`src/rtl/decode_buffer_if.sv`:
```
// Fetch-side and issue-side signal bundle for decode_buffer.
// master = fetch/issue environment, slave = the buffer itself.
interface decode_buffer_if #(
  parameter int FETCH_W = 2,
  parameter int ISSUE_W = 2
);
  localparam int DW = $clog2(ISSUE_W + 1);

  logic                      flush;
  logic                      in_valid;
  logic                      in_ready;
  logic [FETCH_W-1:0][31:0]  in_instr;
  logic [FETCH_W-1:0]        in_mask;
  logic [63:0]               in_pc;
  logic [ISSUE_W-1:0]        out_valid;
  logic [ISSUE_W-1:0][31:0]  out_instr;
  logic [ISSUE_W-1:0][63:0]  out_pc;
  logic [ISSUE_W-1:0][2:0]   out_class;
  logic [ISSUE_W-1:0]        out_illegal;
  logic [DW-1:0]             out_deq;

  modport master (
    output flush, in_valid, in_instr, in_mask, in_pc, out_deq,
    input  in_ready, out_valid, out_instr, out_pc, out_class, out_illegal
  );

  modport slave (
    input  flush, in_valid, in_instr, in_mask, in_pc, out_deq,
    output in_ready, out_valid, out_instr, out_pc, out_class, out_illegal
  );
endinterface

```
`src/rtl/decode_buffer.sv`:
```
// Circular instruction queue between fetch and issue; predecodes class and
// RV64IM+Zicsr legality at enqueue and presents the oldest ISSUE_W entries.
module decode_buffer #(
  parameter int FETCH_W = 2,
  parameter int ISSUE_W = 2,
  parameter int DEPTH   = 8
) (
  input  logic           clk,
  input  logic           reset,
  decode_buffer_if.slave bus
);
  localparam int PW = $clog2(DEPTH);
  localparam int CW = PW + 1;

  localparam logic [6:0] OP_OP     = 7'b0110011;
  localparam logic [6:0] OP_OP32   = 7'b0111011;
  localparam logic [6:0] OP_IMM    = 7'b0010011;
  localparam logic [6:0] OP_IMM32  = 7'b0011011;
  localparam logic [6:0] OP_LUI    = 7'b0110111;
  localparam logic [6:0] OP_AUIPC  = 7'b0010111;
  localparam logic [6:0] OP_JAL    = 7'b1101111;
  localparam logic [6:0] OP_JALR   = 7'b1100111;
  localparam logic [6:0] OP_BRANCH = 7'b1100011;
  localparam logic [6:0] OP_LOAD   = 7'b0000011;
  localparam logic [6:0] OP_STORE  = 7'b0100011;
  localparam logic [6:0] OP_MISC   = 7'b0001111;
  localparam logic [6:0] OP_SYSTEM = 7'b1110011;

  typedef struct packed {
    logic [31:0] instr;
    logic [63:0] pc;
    logic [2:0]  cls;
    logic        ill;
  } entry_t;

  entry_t         r_mem [DEPTH];
  logic [PW-1:0]  r_head, r_tail;
  logic [CW-1:0]  r_count;

  logic [CW-1:0]  w_free, w_cnt, w_nenq, w_ndeq, w_deq_req;
  logic           w_ready, w_push;
  logic [PW-1:0]  w_slot [FETCH_W];
  entry_t         w_new  [FETCH_W];
  logic [PW-1:0]  w_ridx [ISSUE_W];

  function automatic logic [2:0] f_class(input logic [31:0] i);
    logic [2:0] c;
    c = 3'd0;
    if ((i[6:0] == OP_OP || i[6:0] == OP_OP32) && i[31:25] == 7'b0000001) c = 3'd5;
    else begin
      case (i[6:0])
        OP_BRANCH:        c = 3'd1;
        OP_JAL, OP_JALR:  c = 3'd2;
        OP_LOAD:          c = 3'd3;
        OP_STORE:         c = 3'd4;
        OP_SYSTEM:        c = 3'd6;
        OP_MISC:          c = 3'd7;
        default:          c = 3'd0;
      endcase
    end
    return c;
  endfunction

  function automatic logic f_illegal(input logic [31:0] i);
    logic       bad;
    logic [2:0] f3;
    logic [6:0] f7;
    logic [5:0] f6;
    bad = 1'b0;
    f3  = i[14:12];
    f7  = i[31:25];
    f6  = i[31:26];
    case (i[6:0])
      OP_OP, OP_OP32: begin
        if (!(f7 inside {7'h00, 7'h20, 7'h01})) bad = 1'b1;
        if (f7 == 7'h20 && !(f3 inside {3'd0, 3'd5})) bad = 1'b1;
        if (i[6:0] == OP_OP32 && (f3 inside {3'd2, 3'd3, 3'd4, 3'd6, 3'd7}) && f7 != 7'h01) bad = 1'b1;
      end
      OP_IMM: begin
        if (f3 == 3'd1 && f6 != 6'h00) bad = 1'b1;
        if (f3 == 3'd5 && !(f6 inside {6'h00, 6'h10})) bad = 1'b1;
      end
      OP_IMM32: begin
        if (!(f3 inside {3'd0, 3'd1, 3'd5})) bad = 1'b1;
        if (f3 == 3'd1 && f7 != 7'h00) bad = 1'b1;
        if (f3 == 3'd5 && !(f7 inside {7'h00, 7'h20})) bad = 1'b1;
      end
      OP_LUI, OP_AUIPC, OP_JAL, OP_MISC: bad = 1'b0;
      OP_JALR:   bad = (f3 != 3'd0);
      OP_BRANCH: bad = (f3 inside {3'd2, 3'd3});
      OP_LOAD:   bad = (f3 == 3'd7);
      OP_STORE:  bad = (f3 > 3'd3);
      OP_SYSTEM: begin
        if (f3 == 3'd4) bad = 1'b1;
        if (f3 == 3'd0 && !(i inside {32'h0000_0073, 32'h0010_0073, 32'h3020_0073, 32'h1050_0073}))
          bad = 1'b1;
      end
      default:   bad = 1'b1;
    endcase
    return bad;
  endfunction

  always_comb begin
    w_free    = CW'(DEPTH) - r_count;
    w_ready   = !reset && (w_free >= CW'(FETCH_W));
    w_push    = bus.in_valid && w_ready && !bus.flush;
    w_deq_req = CW'(bus.out_deq);
    w_ndeq    = (w_deq_req > r_count) ? r_count : w_deq_req;
  end

  // Compaction: each set lane lands at tail + (number of set lanes below it).
  always_comb begin
    w_cnt = '0;
    for (int unsigned k = 0; k < FETCH_W; k++) begin
      w_slot[k]       = r_tail + w_cnt[PW-1:0];
      w_new[k].instr  = bus.in_instr[k];
      w_new[k].pc     = bus.in_pc + (64'(k) << 2);
      w_new[k].cls    = f_class(bus.in_instr[k]);
      w_new[k].ill    = f_illegal(bus.in_instr[k]);
      if (bus.in_mask[k]) w_cnt = w_cnt + CW'(1);
    end
    w_nenq = w_push ? w_cnt : '0;
  end

  assign bus.in_ready = w_ready;

  always_ff @(posedge clk) begin
    if (reset || bus.flush) begin
      r_head  <= '0;
      r_tail  <= '0;
      r_count <= '0;
    end else begin
      r_tail  <= r_tail + w_nenq[PW-1:0];
      r_head  <= r_head + w_ndeq[PW-1:0];
      r_count <= r_count + w_nenq - w_ndeq;
    end
  end

  always_ff @(posedge clk) begin
    if (w_push) begin
      for (int unsigned k = 0; k < FETCH_W; k++)
        if (bus.in_mask[k]) r_mem[w_slot[k]] <= w_new[k];
    end
  end

  always_ff @(posedge clk) begin
    if (!reset) assert (w_deq_req <= r_count);
  end

  always_comb begin
    bus.out_valid   = '0;
    bus.out_instr   = '0;
    bus.out_pc      = '0;
    bus.out_class   = '0;
    bus.out_illegal = '0;
    for (int unsigned i = 0; i < ISSUE_W; i++) begin
      w_ridx[i] = r_head + PW'(i);
      if (!reset && (r_count > CW'(i))) begin
        bus.out_valid[i]   = 1'b1;
        bus.out_instr[i]   = r_mem[w_ridx[i]].instr;
        bus.out_pc[i]      = r_mem[w_ridx[i]].pc;
        bus.out_class[i]   = r_mem[w_ridx[i]].cls;
        bus.out_illegal[i] = r_mem[w_ridx[i]].ill;
      end
    end
  end
endmodule
```
`src/flat_wrapper.sv`:
```
// flat-port wrapper written by rule: the top's interface ports become plain ports
module decode_buffer_flat 
#(
  parameter int FETCH_W = 2,
  parameter int ISSUE_W = 2,
  parameter int DEPTH   = 8
)
  (clk, reset, bus_flush, bus_in_valid, bus_in_instr, bus_in_mask, bus_in_pc, bus_out_deq, bus_in_ready, bus_out_valid, bus_out_instr, bus_out_pc, bus_out_class, bus_out_illegal);
  decode_buffer_if #(.FETCH_W(FETCH_W), .ISSUE_W(ISSUE_W)) bus_i ();
  input  logic clk;
  input  logic reset;
  input wire logic [$bits(bus_i.flush)-1:0] bus_flush;
  input wire logic [$bits(bus_i.in_valid)-1:0] bus_in_valid;
  input wire logic [$bits(bus_i.in_instr)-1:0] bus_in_instr;
  input wire logic [$bits(bus_i.in_mask)-1:0] bus_in_mask;
  input wire logic [$bits(bus_i.in_pc)-1:0] bus_in_pc;
  input wire logic [$bits(bus_i.out_deq)-1:0] bus_out_deq;
  output wire logic [$bits(bus_i.in_ready)-1:0] bus_in_ready;
  output wire logic [$bits(bus_i.out_valid)-1:0] bus_out_valid;
  output wire logic [$bits(bus_i.out_instr)-1:0] bus_out_instr;
  output wire logic [$bits(bus_i.out_pc)-1:0] bus_out_pc;
  output wire logic [$bits(bus_i.out_class)-1:0] bus_out_class;
  output wire logic [$bits(bus_i.out_illegal)-1:0] bus_out_illegal;
  assign bus_i.flush = bus_flush;
  assign bus_i.in_valid = bus_in_valid;
  assign bus_i.in_instr = bus_in_instr;
  assign bus_i.in_mask = bus_in_mask;
  assign bus_i.in_pc = bus_in_pc;
  assign bus_i.out_deq = bus_out_deq;
  assign bus_in_ready = bus_i.in_ready;
  assign bus_out_valid = bus_i.out_valid;
  assign bus_out_instr = bus_i.out_instr;
  assign bus_out_pc = bus_i.out_pc;
  assign bus_out_class = bus_i.out_class;
  assign bus_out_illegal = bus_i.out_illegal;
  decode_buffer #(.FETCH_W(FETCH_W), .ISSUE_W(ISSUE_W), .DEPTH(DEPTH)) u_core (.clk(clk), .reset(reset), .bus(bus_i));
endmodule
```
`config.mk`:
```
export PLATFORM = sky130hd
export DESIGN_NAME = decode_buffer_flat
export DESIGN_NICKNAME = d
export VERILOG_FILES = /design/src/rtl/decode_buffer_if.sv /design/src/rtl/decode_buffer.sv /design/src/flat_wrapper.sv
export SDC_FILE = /design/constraint.sdc
export NUM_CORES = 2
export LEC_CHECK = 0
export CAP_MARGIN = 0
export CORE_MARGIN = 4
export CORE_UTILIZATION = 60
export DETAILED_ROUTE_END_ITERATION = 10
export DONT_BUFFER_PORTS = 1
export HOLD_SLACK_MARGIN = 0.08
export PLACE_DENSITY = 0.76
export SKIP_CTS_REPAIR_TIMING = 1
export SYNTH_ARGS = -nofsm -noshare
export SYNTH_HDL_FRONTEND = slang
export SYNTH_SLANG_ARGS = --single-unit
```
`constraint.sdc`:
```
create_clock -name clk -period 12.4 [get_ports clk]
set_input_delay 2.48 -clock clk [delete_from_list [all_inputs] [get_ports clk]]
set_output_delay 2.48 -clock clk [all_outputs]
set_load 0.01 [all_outputs]
```
* Word-level counts from Yosys, hierarchy flattened
Memory sizes are Yosys's and may differ from the RTL's. A register that Yosys moved wholly into a read port is not among the register bits. Cells that the tools add are included.
Word-level totals: bits in registers 10, bits in writable memories 800, bits of input ports 136, output and inout port bits 203, word-level logic and storage cells 192, memories 1
Memories:
- u_core.r_mem | words 8, bits a word 100, rd ports 2, clocked after Yosys merged registers in 1, wr ports 2, line decode_buffer.sv:36 | entry_t r_mem [DEPTH];
Cells by class: add/subtract/negate cells 9, $lt $le $gt $ge 6, equal/unequal tests 56, multiplexer cells 47, reductions and logical operators 70
Operators by type and width (number):
- $mux 64 | 2
- $eq 7x6->1 const B | 10
- $add 64x3->64 const B | 1
- $eq 32x21->1 const B | 2
- $eq 32x29->1 const B | 2
- $eq 32x30->1 const B | 2
- $eq 32x7->1 const B | 2
- $mux 32 | 2
- $eq 7x7->1 const B | 8
- $eq 7x5->1 const B | 6
- $pmux 3 s6 | 2
- $mux 1 | 31
- $eq 3x3->1 const B | 8
- $logic_and 1x1->1 | 23
- $pmux 1 s9 | 2
- $reduce_bool 3->1 | 6
- $reduce_bool 2->1 | 8
- $mux 3 | 5
- $eq 7x1->1 const B | 2
- $eq 7x2->1 const B | 2
- $eq 7x4->1 const B | 2
- $logic_not 7->1 | 2
- $ne 7x1->1 const B | 2
- $reduce_bool 7->1 | 2
- other kinds (24) | 54

* Longest topological paths before layout
depth after elaboration 8, depth in mapped cells 13, depth with buffers taken out 13

* Worst setup path after synthesis
Ideal clock, no wire load.
path kind in2reg, start input reset, end memory u_core.r_mem[5][0] (netlist name) (enable), setup time 0.697 ns, arrival 10.072 ns, slack 1.631 ns, stages on the path 4, buffers on the path 1, cell sequence nor2_1 > clkbuf_1 > nand4b_1 > o21ai_0
RTL lines:
- start: declaration | line flat_wrapper.sv:11 | input logic reset;
- end: declaration | line decode_buffer.sv:36

==> results.sh <==
export IMPL_row_count=104
export IMPL_critPathKind="register to output pin"
export IMPL_synth_area_um2=49290
export IMPL_final_common_cell="nand2_1"
export IMPL_num_io_pins=339
export IMPL_peakVddDrop_mv=0.2002
export IMPL_status="completed"
export IMPL_yosys_most_used_dff="edfxtp_1"
export IMPL_synth_edf_count=800
export IMPL_post_synth_top_area_fraction_pct=48.74
export IMPL_clock_fmax_mhz=136.5
export IMPL_clk_latency_ps=670
export IMPL_clk_pin_slew_ps=60
export IMPL_drive_gt1_share_pct=15.42
export IMPL_ys_seq_elements=810
export IMPL_finalNonFillerCells=5145
export IMPL_grt_pass1_vias=35240
export IMPL_cts_root_buf="clkbuf_16"
export IMPL_dr_first_iter_drc_count=4669
export IMPL_place_ws_ps=5241
export IMPL_worst_slack_ps=5072
export IMPL_drc=0
export IMPL_syn_num_nets=4439
export IMPL_cts_tree="yes"
export IMPL_cts_sinks=810
export IMPL_cp_slowest_cell="dfxtp_4"
export IMPL_period_needed_ps=7328
export IMPL_slew_violations=0
export IMPL_grt_setup_unrepaired="no"
export IMPL_cp_cell_sequence="buf_4 -> buf_4 -> buf_4 -> mux4_2 -> mux2i_1 -> nor2_1"
export IMPL_setup_tns_ps=0
export IMPL_ctsLongestPathBuffers=3
export IMPL_cts_inserted_buffers=87
export IMPL_cp_arrival_ps=4850
export IMPL_powerDensity_nw_per_um2=151.5
export IMPL_area_delta_synth_final_pct=6.234
export IMPL_nets=4170
export IMPL_start_util_pct=60.90
export IMPL_min_path_type="register to register"
export IMPL_layout_cells_most_common_list="nand2_1 (1190), edfxtp_1 (800), mux4_2 (400), nor2_1 (358), xor2_1 (276)"
export IMPL_core_um2=80940
export IMPL_syn_area_per_cell_um2=11.51
export IMPL_place_inst=4984
export IMPL_finalSetupViolations=0
export IMPL_die_h_um=294.6
export IMPL_synthCells=4282
export IMPL_cp_start_kind="register"
export IMPL_post_dp_cell_area_um2=49660
export IMPL_drtPass1Iterations=6
export IMPL_die_area_um2=86800
export IMPL_wl_per_cell_um=29.71
export IMPL_slowest_delay_ps=900
export IMPL_grt_max_degree=109
export IMPL_die_w_um=294.6
export IMPL_async_flop_share_pct=0
export IMPL_place_detailed_hpwl_um=89860
export IMPL_final_area_um2=52370
export IMPL_leakage_nw=17.39
export IMPL_yosysTopAreaCell="edfxtp_1"
export IMPL_crit_top_cell="buf_4"
export IMPL_crit_path_end_kind="output pin"
export IMPL_total_power_mw=7.931
export IMPL_maxCapViolCount=0
export IMPL_grt_pass1_wl_um=225200
export IMPL_yosys_warnings=0
export IMPL_critPathMaxFanout=50
export IMPL_slew_headroom_pct=14.33
export IMPL_hold_viol_final=0
export IMPL_globalplace_congestion=0.8729
export IMPL_cts_htree_levels=3
export IMPL_tightestPinTransition_ps=1274
export IMPL_postRouteAntennaNets=0
export IMPL_io_buffer_count=0
export IMPL_ys_seq_area_share_pct=49.14
export IMPL_critPathRequiredTime_ps=9920
export IMPL_period_share_pct=59.10
export IMPL_fin_worst_skew_ps=29.83
export IMPL_diodes=0
export IMPL_antenna_found_initial=0
export IMPL_grt_overflow=0
export IMPL_routed_via_count=35190
export IMPL_vias_per_cell=6.839
export IMPL_synth_distinct_cells=64
export IMPL_routed_wl_um=152900
export IMPL_grt_usage_pct=35.05
export IMPL_ys_top_cells_by_area="edfxtp_1 (49%), mux4_2 (18%), nand2_1 (9.1%), xor2_1 (4.9%), xnor2_1 (4.0%)"
[cells by family (layout without fill, tap and decap cells)]
| group | after synthesis | count (layout) | synth area share (%) |
|---|---|---|---|
| DFF | 810 | 810 | 49.14 |
| and+or+nand+nor | 1787 | 1787 | 14.78 |
| AOI/OAI and AO/OA | 202 | 202 | 2.264 |
| buffers and inverters | 434 | 237 | 3.505 |
| muxes | 524 | 524 | 20.79 |
| xor gates and xnor gates | 504 | 504 | 8.955 |
| adders and majority gates | 21 | 21 | 0.5635 |
[registers in the layout (all words and copies together) (netlist names)]
register,count
u_core.r_count,4
u_core.r_head,3
u_core.r_mem,800
u_core.r_tail,3
[final timing paths]
check / start / end / slack [ps] / depth (start not counted)
setup / recovery: u_core.r_head[0] / bus_out_pc[34] / 5070 / 6
setup reg to reg: u_core.r_count[1] / u_core.r_mem[6][52] / 8060 / 8
hold / removal: u_core.r_tail[2] / u_core.r_tail[2] / 670 / 2
hold reg to reg: u_core.r_tail[2] / u_core.r_tail[2] / 670 / 2
[power by group]
group          internal (mW)  total, mW  leakage [nW]  switching (mW)
Sequential              3.06       3.13          7.28          0.0734
Clock                   1.41       2.53          1.33            1.12
Combinational          0.952       2.27          8.78            1.32
[critical path, delay by kind of cell, from the launching register on]
family / cells / cell delay (ps)
simple gates: 1 / 140
buf+inv: 3 / 2110
mux: 2 / 920
flops: 1 / 900
[cell type report]
class / count / area (µm²)
inverter: 21 / 78.83
fill: 5971 / 28570
timing repair buffer: 55 / 425.4
clock inverter: 60 / 454.2
clock buffer: 101 / 2251
multi-input combinational: 3038 / 23600
sequential: 810 / 24230
tap: 1060 / 1326
[metal layers]
| layer | GRT usage, % | share of wire [%] | routed length, µm |
|---|---|---|---|
| met2 | 58.08 | 48 | 74000 |
| met3 | 8.854 | 13 | 19500 |
| met1 | 44.17 | 34 | 51810 |
| met5 | 0 | 0 | 0 |
| met4 | 15.43 | 4.9 | 7564 |
[stage by stage]
stage	utilization (%)	hold slack [ps]
after floorplan	-	578.0
after global placement	61.36	628.4
after detailed placement	61.36	652.9
after CTS	64.70	664.9
after global routing	64.70	726.0
final	64.70	674.5
[synth_stat cells, drive strengths merged (5+ instances only)]
| cell | instances |
|---|---|
| buf | 127 |
| nand4 | 24 |
| nor3 | 70 |
| dfxtp | 10 |
| o21ai | 50 |
| clkbuf | 286 |
| nor4 | 14 |
| nand3 | 26 |
| mux2i | 124 |
| xnor2 | 227 |
| inv | 21 |
| and3 | 26 |
| o211ai | 5 |
| edfxtp | 800 |
| xor2 | 277 |
| or2 | 7 |
| nand2 | 1199 |
| nand2b | 6 |
| and2 | 15 |
| ha | 19 |
| mux4 | 400 |
| and4 | 10 |
| nor2 | 365 |
| a21oi | 118 |
No activity file was read; power rests on OpenSTA's default activity.
